--- config.mk ---
export PLATFORM = sky130hd
export DESIGN_NAME = id_stage_hs
export DESIGN_NICKNAME = d
export VERILOG_FILES = /design/src/rtl/id_stage_hs.sv
export SDC_FILE = /design/constraint.sdc
export NUM_CORES = 1
export LEC_CHECK = 0
export ABC_AREA = 1
export BUFFER_PORTS_ARGS = -buffer_cell sky130_fd_sc_hd__buf_2
export CAP_MARGIN = 20
export CORE_UTILIZATION = 50
export CTS_CLUSTER_DIAMETER = 60
export DETAILED_ROUTE_END_ITERATION = 10
export PLACE_DENSITY = 0.77
export SLEW_MARGIN = 20
export SYNTH_ARGS = -nofsm -noshare
export SYNTH_HDL_FRONTEND = slang
export SYNTH_SLANG_ARGS = --single-unit
--- constraint.sdc ---
create_clock -name clk -period 5.7 [get_ports clk]
set_input_delay 0.57 -clock clk [delete_from_list [all_inputs] [get_ports clk]]
set_output_delay 0.57 -clock clk [all_outputs]
set_load 0.05 [all_outputs]
--- src/rtl/id_stage_hs.sv ---
// RV32I/M decode stage with valid/ready input, write-back bypass, load-use stall
// and an output FIFO. Optional M extension decode enabled by defining ID_MEXT_EN.
module id_stage_hs #(
    parameter int XLEN      = 32,
    parameter int BUF_DEPTH = 2
) (
    input  logic            clk,
    input  logic            rst,
    input  logic            flush,
    input  logic            in_valid,
    output logic            in_ready,
    input  logic [XLEN-1:0] in_pc,
    input  logic [31:0]     in_instr,
    output logic [4:0]      rf_raddr1,
    output logic [4:0]      rf_raddr2,
    input  logic [XLEN-1:0] rf_rdata1,
    input  logic [XLEN-1:0] rf_rdata2,
    input  logic            wb_we,
    input  logic [4:0]      wb_rd,
    input  logic [XLEN-1:0] wb_data,
    input  logic            ex_load_valid,
    input  logic [4:0]      ex_load_rd,
    output logic            out_valid,
    input  logic            out_ready,
    output logic [XLEN-1:0] out_pc,
    output logic [XLEN-1:0] out_rs1_data,
    output logic [XLEN-1:0] out_rs2_data,
    output logic [XLEN-1:0] out_imm,
    output logic [4:0]      out_rd,
    output logic [4:0]      out_rs1,
    output logic [4:0]      out_rs2,
    output logic [2:0]      out_funct3,
    output logic [16:0]     out_ctrl,
    output logic            hazard_stall
);
`ifdef ID_MEXT_EN
    localparam bit MEXT = 1'b1;
`else
    localparam bit MEXT = 1'b0;
`endif
    localparam int PTR_W = (BUF_DEPTH > 1) ? $clog2(BUF_DEPTH) : 1;
    localparam int CNT_W = $clog2(BUF_DEPTH + 1);

    localparam logic [6:0] OP_R   = 7'b0110011, OP_IMM = 7'b0010011, OP_LOAD = 7'b0000011,
                           OP_ST  = 7'b0100011, OP_BR  = 7'b1100011, OP_JAL  = 7'b1101111,
                           OP_JALR= 7'b1100111, OP_LUI = 7'b0110111, OP_AUIPC= 7'b0010111;

    localparam logic [3:0] ALU_ADD = 4'd0, ALU_SUB = 4'd1, ALU_SLL = 4'd2, ALU_SLT = 4'd3,
                           ALU_SLTU = 4'd4, ALU_XOR = 4'd5, ALU_SRL = 4'd6, ALU_SRA = 4'd7,
                           ALU_OR = 4'd8, ALU_AND = 4'd9;

    typedef struct packed {
        logic [XLEN-1:0] pc;
        logic [XLEN-1:0] rs1_data;
        logic [XLEN-1:0] rs2_data;
        logic [XLEN-1:0] imm;
        logic [4:0]      rd;
        logic [4:0]      rs1;
        logic [4:0]      rs2;
        logic [2:0]      funct3;
        logic [16:0]     ctrl;
    } entry_t;

    function automatic logic [3:0] alu_dec(input logic [2:0] f3, input logic alt);
        case (f3)
            3'b000:  alu_dec = alt ? ALU_SUB : ALU_ADD;
            3'b001:  alu_dec = ALU_SLL;
            3'b010:  alu_dec = ALU_SLT;
            3'b011:  alu_dec = ALU_SLTU;
            3'b100:  alu_dec = ALU_XOR;
            3'b101:  alu_dec = alt ? ALU_SRA : ALU_SRL;
            3'b110:  alu_dec = ALU_OR;
            default: alu_dec = ALU_AND;
        endcase
    endfunction

    logic [6:0]  opc, f7;
    logic [2:0]  f3;
    logic [4:0]  rs1, rs2, rd;
    logic        uses_rs1, uses_rs2, src1_sel, src2_sel, mem_rd, mem_wr, reg_wr;
    logic        branch, jal, jalr, mul, div, illegal;
    logic [1:0]  wb_sel;
    logic [3:0]  alu_op;
    logic [31:0] imm32;
    entry_t      dec;

    assign opc = in_instr[6:0];
    assign rd  = in_instr[11:7];
    assign f3  = in_instr[14:12];
    assign rs1 = in_instr[19:15];
    assign rs2 = in_instr[24:20];
    assign f7  = in_instr[31:25];
    assign rf_raddr1 = rs1;
    assign rf_raddr2 = rs2;

    always_comb begin
        uses_rs1 = 1'b0; uses_rs2 = 1'b0; src1_sel = 1'b0; src2_sel = 1'b0;
        mem_rd = 1'b0; mem_wr = 1'b0; reg_wr = 1'b0; wb_sel = 2'b00;
        branch = 1'b0; jal = 1'b0; jalr = 1'b0; mul = 1'b0; div = 1'b0;
        illegal = 1'b0; alu_op = ALU_ADD; imm32 = '0;
        case (opc)
            OP_R: begin
                uses_rs1 = 1'b1; uses_rs2 = 1'b1; reg_wr = 1'b1;
                if (f7 == 7'b0000001) begin
                    if (MEXT) begin
                        mul = ~f3[2];
                        div = f3[2];
                    end else
                        illegal = 1'b1;
                end else if (f7 == 7'b0000000 ||
                             (f7 == 7'b0100000 && (f3 == 3'b000 || f3 == 3'b101)))
                    alu_op = alu_dec(f3, f7[5]);
                else
                    illegal = 1'b1;
            end
            OP_IMM: begin
                uses_rs1 = 1'b1; reg_wr = 1'b1; src2_sel = 1'b1;
                imm32  = {{20{in_instr[31]}}, in_instr[31:20]};
                alu_op = alu_dec(f3, (f3 == 3'b101) && in_instr[30]);
                if (f3 == 3'b001 && f7 != 7'b0000000) illegal = 1'b1;
                if (f3 == 3'b101 && f7 != 7'b0000000 && f7 != 7'b0100000) illegal = 1'b1;
            end
            OP_LOAD: begin
                uses_rs1 = 1'b1; reg_wr = 1'b1; src2_sel = 1'b1; mem_rd = 1'b1; wb_sel = 2'b01;
                imm32 = {{20{in_instr[31]}}, in_instr[31:20]};
                if (f3 == 3'b011 || f3 == 3'b110 || f3 == 3'b111) illegal = 1'b1;
            end
            OP_ST: begin
                uses_rs1 = 1'b1; uses_rs2 = 1'b1; src2_sel = 1'b1; mem_wr = 1'b1;
                imm32 = {{20{in_instr[31]}}, in_instr[31:25], in_instr[11:7]};
                if (f3 >= 3'b011) illegal = 1'b1;
            end
            OP_BR: begin
                uses_rs1 = 1'b1; uses_rs2 = 1'b1; branch = 1'b1;
                imm32  = {{19{in_instr[31]}}, in_instr[31], in_instr[7],
                          in_instr[30:25], in_instr[11:8], 1'b0};
                alu_op = (f3[2:1] == 2'b00) ? ALU_SUB : (f3[1] ? ALU_SLTU : ALU_SLT);
                if (f3 == 3'b010 || f3 == 3'b011) illegal = 1'b1;
            end
            OP_JAL: begin
                jal = 1'b1; reg_wr = 1'b1; wb_sel = 2'b10; src1_sel = 1'b1; src2_sel = 1'b1;
                imm32 = {{11{in_instr[31]}}, in_instr[31], in_instr[19:12],
                         in_instr[20], in_instr[30:21], 1'b0};
            end
            OP_JALR: begin
                uses_rs1 = 1'b1; jalr = 1'b1; reg_wr = 1'b1; wb_sel = 2'b10; src2_sel = 1'b1;
                imm32 = {{20{in_instr[31]}}, in_instr[31:20]};
                if (f3 != 3'b000) illegal = 1'b1;
            end
            OP_LUI: begin
                reg_wr = 1'b1; src2_sel = 1'b1;
                imm32  = {in_instr[31:12], 12'b0};
            end
            OP_AUIPC: begin
                reg_wr = 1'b1; src1_sel = 1'b1; src2_sel = 1'b1;
                imm32  = {in_instr[31:12], 12'b0};
            end
            default: illegal = 1'b1;
        endcase
    end

    // Unused source fields are zeroed so EX never sees stale register indices
    always_comb begin
        dec          = '0;
        dec.pc       = in_pc;
        dec.imm      = XLEN'($signed(imm32));
        dec.funct3   = f3;
        dec.rs1      = uses_rs1 ? rs1 : 5'd0;
        dec.rs2      = uses_rs2 ? rs2 : 5'd0;
        dec.rd       = (reg_wr && !illegal) ? rd : 5'd0;
        dec.rs1_data = !uses_rs1 ? '0 :
                       (wb_we && wb_rd != 5'd0 && wb_rd == rs1) ? wb_data : rf_rdata1;
        dec.rs2_data = !uses_rs2 ? '0 :
                       (wb_we && wb_rd != 5'd0 && wb_rd == rs2) ? wb_data : rf_rdata2;
        if (illegal)
            dec.ctrl = {1'b1, 16'b0};
        else
            dec.ctrl = {1'b0, div, mul, jalr, jal, branch, wb_sel, reg_wr,
                        mem_wr, mem_rd, src2_sel, src1_sel, alu_op};
    end

    assign hazard_stall = in_valid && ex_load_valid && (ex_load_rd != 5'd0) &&
                          ((uses_rs1 && rs1 == ex_load_rd) || (uses_rs2 && rs2 == ex_load_rd));

    entry_t             mem [BUF_DEPTH];
    logic [PTR_W-1:0]   wr_ptr, rd_ptr;
    logic [CNT_W-1:0]   count;
    logic               full, push, pop;

    assign full      = (count == CNT_W'(BUF_DEPTH));
    assign out_valid = (count != '0);
    assign in_ready  = !full && !hazard_stall && !flush;
    assign push      = in_valid && in_ready;
    assign pop       = out_valid && out_ready;

    always_ff @(posedge clk) begin
        if (rst) begin
            wr_ptr <= '0;
            rd_ptr <= '0;
            count  <= '0;
            for (int i = 0; i < BUF_DEPTH; i++) mem[i] <= '0;
        end else if (flush) begin
            wr_ptr <= '0;
            rd_ptr <= '0;
            count  <= '0;
        end else begin
            if (push) begin
                mem[wr_ptr] <= dec;
                wr_ptr      <= wr_ptr + PTR_W'(1);
            end
            if (pop) rd_ptr <= rd_ptr + PTR_W'(1);
            case ({push, pop})
                2'b10:   count <= count + CNT_W'(1);
                2'b01:   count <= count - CNT_W'(1);
                default: count <= count;
            endcase
        end
    end

    entry_t head;
    assign head         = out_valid ? mem[rd_ptr] : '0;
    assign out_pc       = head.pc;
    assign out_rs1_data = head.rs1_data;
    assign out_rs2_data = head.rs2_data;
    assign out_imm      = head.imm;
    assign out_rd       = head.rd;
    assign out_rs1      = head.rs1;
    assign out_rs2      = head.rs2;
    assign out_funct3   = head.funct3;
    assign out_ctrl     = head.ctrl;
endmodule

Word level (Yosys, flattened, before mapping)
Memory sizes are Yosys's and may differ from the RTL's. A register that Yosys moved wholly into a read port is not among the register bits. Index checks and enable logic that the tools add are counted. Widths: inputs -> output; s select.

Output and inout port bits: 176. Memories: 1. Memory bits (read-only): 0. Logic and storage cells: 136. Input bits: 177. RAM bits: 326. Bits in registers: 4. Bits in latches: 0.

Eq/ne operators: 26. Div/mod/pow operators: 0. Magnitude comparators: 1. Multiplexer cells: 53. $mul: 0. Bitwise operators: 0. Shift-type cells: 0. Add/subtract/negate cells: 4. Reductions and logical operators: 48.

Memories: mem (words 2, bits a word 163, rd ports 1, clocked after Yosys merged registers in 1, write ports 2, line 185) `entry_t mem [BUF_DEPTH];`.

Operators with widths (count): $mux 163 (2); $reduce_or 163->1 (1); $pmux 32 s5 (1); $mux 32 (4); $pmux 4 s7 (2); $mux 1 (32); $eq 7x6->1 const B (4); $eq 7x7->1 const B (3); $eq 5x5->1 (4); $logic_and 1x1->1 (18); $mux 17 (1); $mux 5 (3); $eq 7x5->1 const B (2); $reduce_or 7->1 (2); $eq 3x3->1 const B (4); $pmux 4 s3 (1); $reduce_bool 5->1 (2); $reduce_or 3->1 (3); $mux 4 (2); $pmux 2 s2 (2); $reduce_or 2->1 (4); $eq 7x1->1 const B (1); $eq 7x2->1 const B (1); $logic_not 7->1 (1); other kinds (19) (32).

Longest topological paths before layout
Depth after elaboration: 16. Depth in mapped cells: 15. Mapped depth without buffers: 15.

Least setup slack after synthesis
No wires, ideal clock.

Kind: input to register. Start point: input in_instr[1]. End point: memory mem[1][0] (netlist name) (enable). Setup slack: -0.004 ns. Data arrival time: 5.177 ns. Stages on the path: 13. Library setup time: 0.527 ns. Cell sequence: nand2_1 -> inv_1 -> nand2_1 -> a21oi_2 -> nor2_2 -> nor2_1 -> nand2_2 -> nand3_4 -> nor2_4 -> nand2_4 -> buf_6 -> buf_6 -> nand2_1.

RTL lines: start: declaration (line 13) `input logic [31:0] in_instr,`; end: declaration (line 185).

==> summary.md <==
| Metric | Value |
|---|---|
| Status | finished, final reports clean |
| Grt ovf | 0 |
| EDFF count, synth | 320 |
| Simple logic cell fraction of the synthesized area | 24.11% |
| DRC viols | 0 |
| Die area | 33040 um2 |
| Worst flop-to-flop path endpoint | mem[1][147] |
| Fmax | 0.2673 GHz |
| Slew margin rel. | 26.00% |
| Largest area contributor in the netlist | edfxtp_1 |
| Num rows | 65 |
| Vias after detailed routing | 13720 |
| Chip width | 181.8 um |
| Synth cell types | 31 |
| CP Capture Type | primary output |
| RR Startpoint | count[0] |
| Worst Setup Path Type | register to primary output |
| Mux contribution to synthesized area | 0% |
| Area fraction of the dominant cell type after synthesis | 59.47% |
| Final net count | 2265 |
| CP Launch Type | register |
| Post-DRT Antenna Nets | 0 |
| CTS tree | done |
| Buffers on Ports | 350 |
| Flop and latch count out of synthesis | 325 |
| Compound-Gate Fraction of Synth Area | 8.022% |
| Htree depth | 2 |
| Min Tclk post-route | 3.742 ns |
| Worst reg-to-reg path cell count | 7 |
| CORE AREA | 31640 um2 |
| Crit share post-route | 65.64% |
| Skew-Pair Late Insertion Delay | 0.51 ns |
| Drt pass-1 iters | 6 |
| RSZ-0062 raised after global routing | false |
| P_leak | 8.024 nW |
| Area delta synth->final | 18.16% |
| # Post-CTS Setup Buffers | 0 |
| Final Setup Violations | 0 |
| Num CTS Buffers | 36 |
| Die Span Y | 181.8 um |
| Syn avg cell area | 8.952 um2 |
| Synth Instances | 1805 |
| Clock skew | 0.01290 ns |
| XOR/XNOR share of the synthesized area | 0.8673% |
| CP arrival | 3.17 ns |
| WL final | 44750 um |
| Adder-Cell Fraction of Synth Area | 0.07744% |
| Vias in the first global route | 12630 |
| Yosys warns | 0 |
| Slew @ Worst Pin | 1.110 ns |
| Worst-path maximum fanout | 92 |
| Hold_buf cts | 0 |
| Proportion of layout cells with a drive suffix above 1 | 23.47% |
| Starting Density | 51.07% |
| Most frequent cells after synthesis | nand2_1 (550), edfxtp_1 (320), nor2_1 (310), a21oi_1 (167), inv_1 (114) |
| Power per cell area | 285.9 nW/um2 |
| Fill cells | 2722 |
| Routed length per placed instance | 17.77 um |
| Largest net degree at the start of global routing | 161 |
| Worst-path clk slew | 0.06 ns |
| Clk root buf | clkbuf_16 |
| Max clock buf depth | 3 |
| Sequential area share after synthesis | 60.09% |
| Worst R2R Setup Slack | 2.46 ns |
| DRT iter0 DRCs | 1331 |
| Setup TNS | 0 ns |
| Post-CTS Resized | 0 |
| DPL Wire Length | 28550 um |
| Termination of the worst setup path | out_imm[3] |
| GRT Util Overall | 26.49% |
| Initial antenna violation count | 3 |
| Most frequent cell after synthesis | nand2_1 |
| Final Hold Fails | 0 |
| Max-Cap Viols | 0 |
| Number of I/O pins | 353 |
| Worst Hold Class | input port to register |
| First-pass GRT wire length | 68030 um |
| Worst path required time | 5.13 ns |
| Tot Pwr | 5.458 mW |
| Post-synthesis cell area | 16160 um2 |
| Main synth FF type | edfxtp_1 |
| Via density | 5.447 |
| Max VDD drop | 0.1664 mV |
| RD Place Congestion | 0.9835 |
| Top cells by area, synth | edfxtp_1 (59%), nand2_1 (13%), nor2_1 (7.2%) |
| Synth async-reset ratio | 0% |
| Pins Over Slew Limit | 0 |
| Total clock sinks | 325 |
| Largest family of logic cells by synthesized area | simple AND/OR/NAND/NOR gates |
worst max-delay path, stage by stage, from the launching register on:
cell and delay, ns:
dfxtp_4 0.85, buf_4 0.88, nand2_1 0.15, a21oi_1 0.39, buf_2 0.34
state kept, by name (all words and copies together), names as in the netlist, named ones only:
signal  count
rd_ptr      1
wr_ptr      1
count       2
mem       320
cell usage in the layout, fill, tap and decap left out, drive strengths merged, types with 5 or more instances in the layout:
cell type	Yosys	layout
xnor2	6	6
xor2	10	10
nand4	5	5
inv	119	120
nor2	367	367
dfxtp	5	5
nand2	554	554
buf	35	365
clkbuf	87	42
o21ai	75	75
nand3	38	38
edfxtp	320	320
a21oi	168	168
a22oi	5	5
clkinv	0	18
through the flow:
| step | worst slack (ns) | hold slack (ns) | utilization [%] | cell area (um2) | cells |
|---|---|---|---|---|---|
| after floorplan | 0.4432 | 0.4592 | - | 16160 | 1806 |
| after global placement | 1.623 | 0.4638 | 56.73 | 17950 | 2450 |
| after detailed placement | 1.542 | 0.4744 | 56.73 | 17950 | 2450 |
| after CTS | 1.811 | 0.3667 | 60.24 | 19060 | 2514 |
| after global routing | 1.770 | 0.3848 | 60.35 | 19090 | 2518 |
| final | 1.958 | 0.3836 | 60.35 | 19090 | 2518 |
area by class of cell:
cell class	count	area (um2)	area share, %
Clock buffer	42	944.7	4.948
Inverter	119	449.2	2.353
Clock inverter	22	163.9	0.8585
Sequential cell	325	9713	50.87
Multi-Input combinational cell	1240	5414	28.36
Antenna cell	3	7.507	0.03932
Tap cell	402	503.0	2.635
Timing Repair Buffer	365	1897	9.935
routing by layer:
layer / vias up / track usage [%] / share of wire [%]
met5: - / 0 / 0
met4: 0 / 10.75 / 3.4
li1: 6423 / - / -
met2: 703 / 42.89 / 48
met1: 6486 / 35.73 / 39
met3: 103 / 4.272 / 9.1
worst min-delay path by stage:
| stage | startpoint | end | slack, ns | cells after the start |
|---|---|---|---|---|
| 4_1_cts | in_pc[24] | mem[0][155] | 0.37 | 3 |
| 3_3_place_gp | rd_ptr | register | 0.46 | 2 |
| 3_5_place_dp | rd_ptr | register | 0.47 | 2 |
| 6_report | in_pc[24] | mem[0][155] | 0.38 | 3 |
| 5_1_grt | in_pc[11] | mem[0][142] | 0.38 | 3 |
| 2_1_floorplan | rd_ptr | register | 0.46 | 2 |
cell families after synthesis:
group / Yosys count
and+or+nand+nor: 968
DFF: 325
AOI/OAI and AO/OA: 253
buffers and inverters: 241
xor gates and xnor gates: 16
adders and majority gates: 1
other: 1
report_power, final:
part           switching [mW]  internal [mW]  leakage [nW]  total [mW]
Sequential             0.0285           2.72          3.42        2.75
Combinational           0.365          0.126          4.05       0.492
Clock                   0.934           1.28         0.554        2.21
Total                    1.33           4.13          8.02        5.46
Power figures use the tool's default switching activity.
